==> src/rtl/booth_mult_seq.sv <==
// Sequential radix-2 Booth multiplier: WIDTH x WIDTH -> 2*WIDTH product, signed or unsigned,
// with WIDTH+1 iterations per operation, a start/busy/done handshake and a synchronous abort.
module booth_mult_seq #(
  parameter  int WIDTH = 16,
  localparam int CW    = $clog2(WIDTH + 2)
) (
  input  logic               clock,
  input  logic               reset_n,
  input  logic               start,
  input  logic               is_signed,
  input  logic [WIDTH-1:0]   multiplicand,
  input  logic [WIDTH-1:0]   multiplier,
  input  logic               abort,
  output logic               busy,
  output logic               done,
  output logic [2*WIDTH-1:0] product
);

  typedef enum logic {IDLE, RUN} state_t;

  state_t                   state, state_nxt;
  logic signed [WIDTH+1:0]  acc, acc_nxt;
  logic        [WIDTH:0]    mq, mq_nxt;
  logic signed [WIDTH:0]    mcand, mcand_nxt;
  logic                     q_m1, q_m1_nxt;
  logic        [CW-1:0]     count, count_nxt;
  logic                     busy_nxt, done_nxt;
  logic        [2*WIDTH-1:0] product_nxt;
  logic signed [WIDTH+1:0]  mcand_x;
  logic signed [WIDTH+1:0]  sum;

  // One extra bit lets unsigned operands with the MSB set be treated as positive signed values.
  function automatic logic [WIDTH:0] extend(input logic [WIDTH-1:0] v, input logic sgn);
    return {sgn & v[WIDTH-1], v};
  endfunction

  assign mcand_x = {mcand[WIDTH], mcand};

  always_comb begin
    state_nxt   = state;
    acc_nxt     = acc;
    mq_nxt      = mq;
    mcand_nxt   = mcand;
    q_m1_nxt    = q_m1;
    count_nxt   = count;
    busy_nxt    = busy;
    done_nxt    = 1'b0;
    product_nxt = product;
    sum         = acc;
    unique case (state)
      IDLE: begin
        if (start) begin
          mcand_nxt = extend(multiplicand, is_signed);
          mq_nxt    = extend(multiplier, is_signed);
          acc_nxt   = '0;
          q_m1_nxt  = 1'b0;
          count_nxt = CW'(WIDTH + 1);
          busy_nxt  = 1'b1;
          state_nxt = RUN;
        end
      end
      RUN: begin
        if (abort) begin
          busy_nxt  = 1'b0;
          state_nxt = IDLE;
        end else begin
          unique case ({mq[0], q_m1})
            2'b10:   sum = acc - mcand_x;
            2'b01:   sum = acc + mcand_x;
            default: sum = acc;
          endcase
          // Arithmetic shift of {sum, mq, q_m1} right by one.
          acc_nxt   = {sum[WIDTH+1], sum[WIDTH+1:1]};
          mq_nxt    = {sum[0], mq[WIDTH:1]};
          q_m1_nxt  = mq[0];
          count_nxt = count - CW'(1);
          if (count == CW'(1)) begin
            product_nxt = {acc_nxt[WIDTH-2:0], mq_nxt};
            done_nxt    = 1'b1;
            busy_nxt    = 1'b0;
            state_nxt   = IDLE;
          end
        end
      end
      default: state_nxt = IDLE;
    endcase
  end

  always_ff @(posedge clock or negedge reset_n) begin
    if (!reset_n) begin
      state   <= IDLE;
      acc     <= '0;
      mq      <= '0;
      mcand   <= '0;
      q_m1    <= 1'b0;
      count   <= '0;
      busy    <= 1'b0;
      done    <= 1'b0;
      product <= '0;
    end else begin
      state   <= state_nxt;
      acc     <= acc_nxt;
      mq      <= mq_nxt;
      mcand   <= mcand_nxt;
      q_m1    <= q_m1_nxt;
      count   <= count_nxt;
      busy    <= busy_nxt;
      done    <= done_nxt;
      product <= product_nxt;
    end
  end

endmodule

==> config.mk <==
export PLATFORM = sky130hd
export DESIGN_NAME = booth_mult_seq
export DESIGN_NICKNAME = d
export VERILOG_FILES = /design/src/rtl/booth_mult_seq.sv
export SDC_FILE = /design/constraint.sdc
export NUM_CORES = 1
export LEC_CHECK = 0
export ABC_CLOCK_PERIOD_IN_PS = 5150
export CAP_MARGIN = 20
export CORE_UTILIZATION = 33
export CTS_BUF_LIST = sky130_fd_sc_hd__clkbuf_8
export DETAILED_ROUTE_END_ITERATION = 8
export PLACE_DENSITY_LB_ADDON = 0.3
export SLEW_MARGIN = 15
export SYNTH_ARGS = -nofsm -noshare
export SYNTH_HDL_FRONTEND = slang
export SYNTH_SLANG_ARGS = --single-unit
==> constraint.sdc <==
create_clock -name clock -period 5.15 [get_ports clock]
set_input_delay 0.515 -clock clock [delete_from_list [all_inputs] [get_ports clock]]
set_output_delay 0.515 -clock clock [all_outputs]
set_load 0.1 [all_outputs]
==> Word-level counts from Yosys, hierarchy flattened <==
Cells that the tools add are included.
{ "classes": {"add_sub_neg": 3, "n_eq_ne": 6, "muxes": 24, "bitwise_logic": 4, "reduce_logical": 4} }
{ "ops": {"columns": ["operator", "count"], "rows": [
  ["$pmux 18 s2", 2],
  ["$mux 18", 2],
  ["$mux 17", 2],
  ["$pmux 17 s2", 1],
  ["$add 18x17->18", 1],
  ["$sub 18x17->18", 1],
  ["$mux 1", 11],
  ["$mux 5", 2],
  ["$pmux 5 s2", 1],
  ["$pmux 1 s2", 3],
  ["$reduce_and 2->1", 3],
  ["$eq 5x1->1 const B", 1],
  ["$sub 5x1->5 const B", 1],
  ["$ne 2x2->1 const B", 2],
  ["$ne 3x2->1 const B", 1],
  ["$reduce_and 3->1", 1],
  ["$and 1x1->1", 2],
  ["$eq 2x1->1 const B", 1],
  ["$eq 2x2->1 const B", 1],
  ["$not 1->1", 2]
]} }
{ "word_totals": {"regBits": 93, "input_bits": 37} }

==> Logic depth before layout (Yosys ltp) <==
Gate-level depths: netlist of run 1.
{ "logic_depth": {"word_depth": 4, "ltp_mapped": 14, "depth_no_buf": 14} }

==> Worst setup path after synthesis of run 1 <==
No wires, ideal clock.
{ "synth_path": {"path_kind": "flip-flop to flip-flop", "from": "reg mq[0]", "to": "reg acc[14]", "setup_ps": 130, "t_arrival_ps": 2972, "setup_slack_ps": 2048, "path_stages_with_launch": 15, "path_buffers": 2, "period_less_slack_ps": 3102, "path_cell_list": "dfrtp_1 > inv_1 > ha_1 > buf_2 > buf_1 > a21oi_1 > xor2_1 > ha_1 > a21o_1 > a31oi_2 > a211oi_2 > o41ai_2 > mux2_1 > o21ai_1 > o21ai_1"} }
{ "synth_via": {"elab_chain_len": 4} }
{ "synth_lines": {"columns": ["item", "line_no", "rtl"], "rows": [
  ["start, declared", "23", "logic [WIDTH:0] mq, mq_nxt;"],
  ["start signal, assigned", "103", "mq <= mq_nxt;"],
  ["$eq 2x1->1 / $eq 2x2->1 (equally long branches)", "67", "unique case ({mq[0], q_m1})"],
  ["$pmux 18 s2 (*)", "67", null],
  ["$mux 18 (*)", "63", "if (abort) begin"],
  ["$pmux 18 s2 (*)", "50", "unique case (state)"],
  ["end signal, assigned", "102", "acc <= acc_nxt;"],
  ["end, declared", "22", "logic signed [WIDTH+1:0] acc, acc_nxt;"]
]} }
Mark *: on every way between the ends. The rest lies on a longest branch, timed or not. The select of a mux whose other input is x is not followed.
A chain may end at the register's enable or synchronous reset.

==> Final worst setup path of run 1 <==
{ "layout_path": {"from": "reg mq[0]", "to": "reg product[31]"} }
{ "layout_via": {"elab_chain_len": 2} }
{ "layout_lines": {"columns": ["item", "line_no", "rtl"], "rows": [
  ["$eq 2x1->1 / $eq 2x2->1 (equally long branches)", "67", null],
  ["$pmux 18 s2 (*)", "67", null],
  ["end signal, assigned", "109", "product <= product_nxt;"],
  ["end, declared", "16", "output logic [2*WIDTH-1:0] product"]
]} }
Mark *: on every way between the ends. The rest lies on a longest branch, timed or not.

==> flow_summary.toml, run 1 <==
[run_status]
outcome = "completed"

[routing]
first_pass_iters = 4
wire_per_inst_um = 14.52
drt_wl_total_um = 11760
drtAntennaViolNets = 0
drc = 0
avgViaCountPerCell = 4.926
dr_total_vias = 3990
dr.first_iter.drc_count = 234

[clock_network]
clk_pin_slew_ps = 100
htreeDepth = 3
cts_resized = 0
cts_tree = "built"
cts_buffer_depth = 2
cts-buffers-inserted = 9
post_cts_buffers = 0
clkSinkCount = 92
postCtsHoldBufs = 0
cts-root-buf = "clkbuf_8"
clock_latency_ps = 380

[floorplanning]
die_area_um2 = 15490
coreArea_um2 = 14590
start_util = 0.3391
rows = 44
io_pins = 71
die_h_um = 124.4
fp.dieW_um = 124.4

[timing]
rsz0062_at_grt = "no"
setup_viol = 0
slew_headroom = 0.2873
fmax_ghz = 0.2931
period_minus_slack_ps = 3412
whs_ps = 115.4
setup_tns_ps = 0
timing.clock.skew_ps = 16.38
tightestPinTransition_ps = 1069
hold_viol_final = 0
worst_slack_ps = 1738
drv_slew = 0
post-route-period-util = 0.6625

[synthesis]
ys_ff_latch = 92
avgSynthCellArea_um2 = 8.866
ys_types = 51
synthArstFlopShare = 1.000
yosysWarningCount = 0
synth_cells = 558
synthesis.area_um2 = 4947
synth.yosys.seq_area_share = 0.4654
synth_edf_count = 0
syn-num-nets = 617
synthFlopType = "dfrtp_1"

[placed_design]
io_buffers = 70
place_ws_ps = 1766
dp.final_hpwl_um = 8594
postPlaceCellArea_um2 = 5834
place.gp.congestion = 0.8476

[setup_path]
crit_fanout = 18
critPathCaptureType = "flop"
r2r-start = "mq[0]$_DFFE_PN0P_"
cp_data_required_time_ps = 5400
startpoint_type = "flop"
criticalPathCategory = "flop to flop"
cp_cell_sequence = "inv_1 -> ha_1 -> mux2_2 -> ha_1 -> a21oi_1 -> nand4b_1 -> a211oi_2 -> o41ai_2 -> mux2_1 -> o21ai_1 -> o21ai_1"
arrival_ps = 3660
cpPeakStageDelay_ps = 510
crit_start = "mq[0]$_DFFE_PN0P_"
slowest_stage = "ha_1"

[cells_and_area]
final_common_cell = "nand2_1"
area_growth_pct = 22.31
diodes = 0
final_cell_mix = "nand2_1 (156), dfrtp_1 (92), clkdlybuf4s50_1 (69), o21ai_0 (46), a21oi_1 (26)"
drive_above_1_share = 0.05591
fin_nets = 680
design_area_um2 = 6051

[global_routing]
grt_overflow = 0
grt_antenna_before_repair = 0
grt_usage = 0.1642
grt_max_degree = 49
grt_pass1_vias = 4027
grt_first_pass_wirelength_um = 20270

[job]
max_cap_violations = 0

[hold_path]
holdCritPathClass = "input pin to asynchronous set/reset pin"
## registers in the layout (all words and copies together), names as in the netlist
name	count
busy	1
count	5
mq	17
acc	17
state	1
mcand	17
q_m1	1
product	32
done	1
## layer usage
metal  vias up  GRT usage  wire, µm
li1       2017          -         -
met2        83     0.2509      5213
met3        18    0.02749       518
met4         0    0.07158       238
met1      1872     0.2281      5793
met5         -          0         0
## cells by family (layout without fill, tap and decap cells)
| family | Yosys count | after routing | share of synthesized area |
|---|---|---|---|
| flops | 92 | 92 | 0.4654 |
| xor+xnor | 30 | 30 | 0.05311 |
| simple gates | 223 | 223 | 0.1932 |
| buf+inv | 42 | 110 | 0.03237 |
| fa+ha+maj | 22 | 22 | 0.05716 |
| compound gates | 124 | 124 | 0.1474 |
| mux | 25 | 25 | 0.05134 |
## area by class of cell
| cell class | instances | area [µm²] |
|---|---|---|
| timing repair buffer | 77 | 750.7 |
| clock inverter | 5 | 65.06 |
| clock buffer | 11 | 151.4 |
| sequential | 92 | 2302 |
| multi-input combinational | 424 | 2487 |
| tap | 184 | 230.2 |
| inverter | 17 | 63.81 |
| fill | 1449 | 8538 |
## synthesized netlist by cell type (3+ instances only)
| master | instances | share of area |
|---|---|---|
| mux2i_1 | 22 | 0.045 |
| buf_1 | 4 | 0.0030 |
| nand3_1 | 11 | 0.011 |
| dfrtp_1 | 92 | 0.47 |
| a31oi_1 | 5 | 0.0063 |
| and3_1 | 4 | 0.0051 |
| inv_1 | 17 | 0.013 |
| clkbuf_1 | 19 | 0.014 |
| a22o_1 | 3 | 0.0053 |
| ha_1 | 21 | 0.053 |
| o21ai_0 | 46 | 0.047 |
| nor2b_1 | 7 | 0.0089 |
| nand2b_1 | 4 | 0.0051 |
| or3_1 | 3 | 0.0038 |
| o21ai_1 | 23 | 0.023 |
| nand2_1 | 156 | 0.12 |
| xor2_1 | 16 | 0.028 |
| a21oi_1 | 26 | 0.026 |
| nor2_1 | 21 | 0.016 |
| nor4_1 | 3 | 0.0038 |
| xnor2_1 | 14 | 0.025 |
| nor3_1 | 5 | 0.0051 |
## metrics by stage
step,std cells,utilization
6_report,810,0.4148
5_1_grt,810,0.4148
4_1_cts,810,0.4148
3_5_place_dp,794,0.3999
3_3_place_gp,794,0.3999
2_1_floorplan,558,-
## critical path, delay by kind of cell, from the launching register on
family / cells / cell delay, ps
buffers and inverters: 1 / 70
adders and majority gates: 2 / 780
and+or+nand+nor: 1 / 200
muxes: 2 / 790
DFF: 1 / 390
AOI/OAI and AO/OA: 5 / 1020
## path summary, 6_finish.rpt
kind                                           end  slack [ps]  cells past startpoint
min reg2reg                product[25]$_DFFE_PN0P_         480                      2
max reg2reg                product[31]$_DFFE_PN0P_        1740                     11
min in group clock         product[25]$_DFFE_PN0P_         480                      2
max in group asynchronous    mcand[15]$_DFFE_PN0P_        4010                      2
max                        product[31]$_DFFE_PN0P_        1740                     11
min                         product[7]$_DFFE_PN0P_         120                      1
Power of run 1 is not shown: default switching activity piles up to over one toggle a cycle in this logic, so the estimate is an artifact.
==> run 2, diff against run 1 <==
--- a/config.mk
+++ b/config.mk
@@ -5,7 +5,7 @@
 export SDC_FILE = /design/constraint.sdc
 export NUM_CORES = 1
 export LEC_CHECK = 0
-export ABC_CLOCK_PERIOD_IN_PS = 5150
+export ABC_CLOCK_PERIOD_IN_PS = 2900
 export CAP_MARGIN = 20
 export CORE_UTILIZATION = 33
 export CTS_BUF_LIST = sky130_fd_sc_hd__clkbuf_8
==> constraint.sdc (replaced) <==
create_clock -name clock -period 2.9 [get_ports clock]
set_input_delay 0.29 -clock clock [delete_from_list [all_inputs] [get_ports clock]]
set_output_delay 0.29 -clock clock [all_outputs]
set_load 0.1 [all_outputs]
==> run 2 against run 1 <==
The run now ends with negative setup slack left. Hold slack gained 320 ps. Clock skew shrank 4.1 ps. Non-clock buffer count grew 57. First-iteration DRC count grew 21%. Critical endpoint is now acc[14]$_DFFE_PN0P_. Final area grew 12%. Via count grew 7.0%. Critical path type unchanged. Sequential share of layout area shrank 4.1 points. Routed wire length grew 8.4%. Clock-buffer cell count shrank 2. Setup slack lost 1900 ps. Cell count grew 7.0%. Die area is the same.
==> flow_summary.toml, run 2 (synthesis gave the netlist of run 1 again) <==
[placed_design]
dp.final_hpwl_um = 8970
place_ws_ps = -158.3
placed_cells = 833
io_buffers = 70
place.gp.congestion = 0.8826

[routing]
drtAntennaViolNets = 0
dr_total_vias = 4271
dr.first_iter.drc_count = 282
wire_per_inst_um = 14.72
first_pass_iters = 4
avgViaCountPerCell = 4.926
drt_wl_total_um = 12760
drc = 0

[cells_and_area]
diodes = 0
regArea_um2 = 2302
multiInputGateArea_um2 = 2873
largest_register_ff_count = 32
fin_cells = 867
area_growth_pct = 37.08
n_fill_cell = 1356
largest-register = "product"
drive_above_1_share = 0.2782
final_cell_mix = "nand2_1 (153), dfrtp_1 (92), buf_4 (89), o21ai_0 (43), clkdlybuf4s50_1 (35)"
fin_nets = 737
final_common_cell = "nand2_1"

[global_routing]
grt_max_degree = 46
grt_first_pass_wirelength_um = 20520
grt_usage = 0.1615
grt_overflow = 0
grt_pass1_vias = 4152
grt_antenna_before_repair = 0

[floorplanning]
coreArea_um2 = 14590
die_h_um = 124.4
start_util = 0.3391
rows = 44
fp.dieW_um = 124.4
io_pins = 71
die_area_um2 = 15490

[setup_path]
criticalPathCategory = "flop to flop"
startpoint_type = "flop"
cp_data_required_time_ps = 3150
r2r_slack_ps = -170
arrival_ps = 3320
critPathCaptureType = "flop"
crit_fanout = 3

[timing]
hold_viol_final = 0
post-route-period-util = 1.058
tightestPinTransition_ps = 637.0
rsz0062_at_grt = "yes"
worst_slack_ps = -167.8
timing.clock.skew_ps = 12.32
drv_slew = 0
setup_viol = 10
fmax_ghz = 0.3260
slew_headroom = 0.5694
period_minus_slack_ps = 3068

[run_status]
outcome = "finished, violations left"
violations = "negative setup slack"

[clock_network]
htreeDepth = 3
cts-buffers-inserted = 9
clkSinkCount = 92
cts-root-buf = "clkbuf_8"
cts_tree = "built"
clk_pin_slew_ps = 100
cts_buffer_depth = 2
clock_latency_ps = 370

[job]
max_cap_violations = 0

[hold_path]
holdCritPathClass = "input pin to flop"
==> run 2: final timing paths <==
| check | end | from | depth (start not counted) |
|---|---|---|---|
| hold reg to reg | product[12]$_DFFE_PN0P_ | product[12]$_DFFE_PN0P_ | 2 |
| max in group asynchronous | product[15]$_DFFE_PN0P_ | reset_n | 3 |
| min in group asynchronous | mcand[10]$_DFFE_PN0P_ | reset_n | 2 |
| hold / removal | mcand[7]$_DFFE_PN0P_ | multiplicand[7] | 3 |
| setup reg to reg | acc[14]$_DFFE_PN0P_ | mcand[6]$_DFFE_PN0P_ | 12 |
| setup / recovery | acc[14]$_DFFE_PN0P_ | mcand[6]$_DFFE_PN0P_ | 12 |
==> run 2: area by class of cell <==
class,count,area share
multi-input combinational,424,0.4236
inverter,17,0.009410
clock buffer,9,0.01827
sequential,92,0.3395
clock inverter,7,0.008672
timing repair buffer,134,0.1666
tap,184,0.03395
==> run 2: what timing repair did <==
| item | CTS | global route |
|---|---|---|
| cloned | 0 | 0 |
| hold endpoints to repair | 43 | 0 |
| endpoints found under the setup margin | 11 | 19 |
| gates resized for setup | 16 | 73 |
| setup buffers | 7 | 10 |
| pin swaps | 16 | 47 |
| hold buffers | 1 | 0 |
==> run 2: metal layers <==
| layer | global-route usage | vias up | wire (µm) |
|---|---|---|---|
| met3 | 0.02448 | 11 | 614 |
| met1 | 0.2321 | 2052 | 5997 |
| met2 | 0.2538 | 85 | 5991 |
| li1 | - | 2123 | - |
| met4 | 0.04040 | 0 | 154 |
| met5 | 0 | - | 0 |
==> run 2: critical path: stages, from the launching register on <==
cell and delay (ps):
dfrtp_1 390, or4_4 560, nor3_4 200, nand2_1 100
o21bai_2 210, xnor2_2 100, ha_1 370, nand2_2 110
o21ai_2 60, or3_4 380, mux2_4 260, o21ai_2 120
o21ai_1 80
==> run 2: stage by stage <==
stage                     hold slack (ps)  utilization  cell area, µm²  TNS (ps)
after floorplan                    -5.591            -            4969         0
after global placement              317.9       0.4149            6053    -289.1
after detailed placement            323.3       0.4149            6053    -759.3
after CTS                           424.7       0.4360            6361    -352.4
after global routing                433.9       0.4648            6782     -2607
final                               433.9       0.4648            6782    -969.8
Power of run 2 is left out for the same reason.
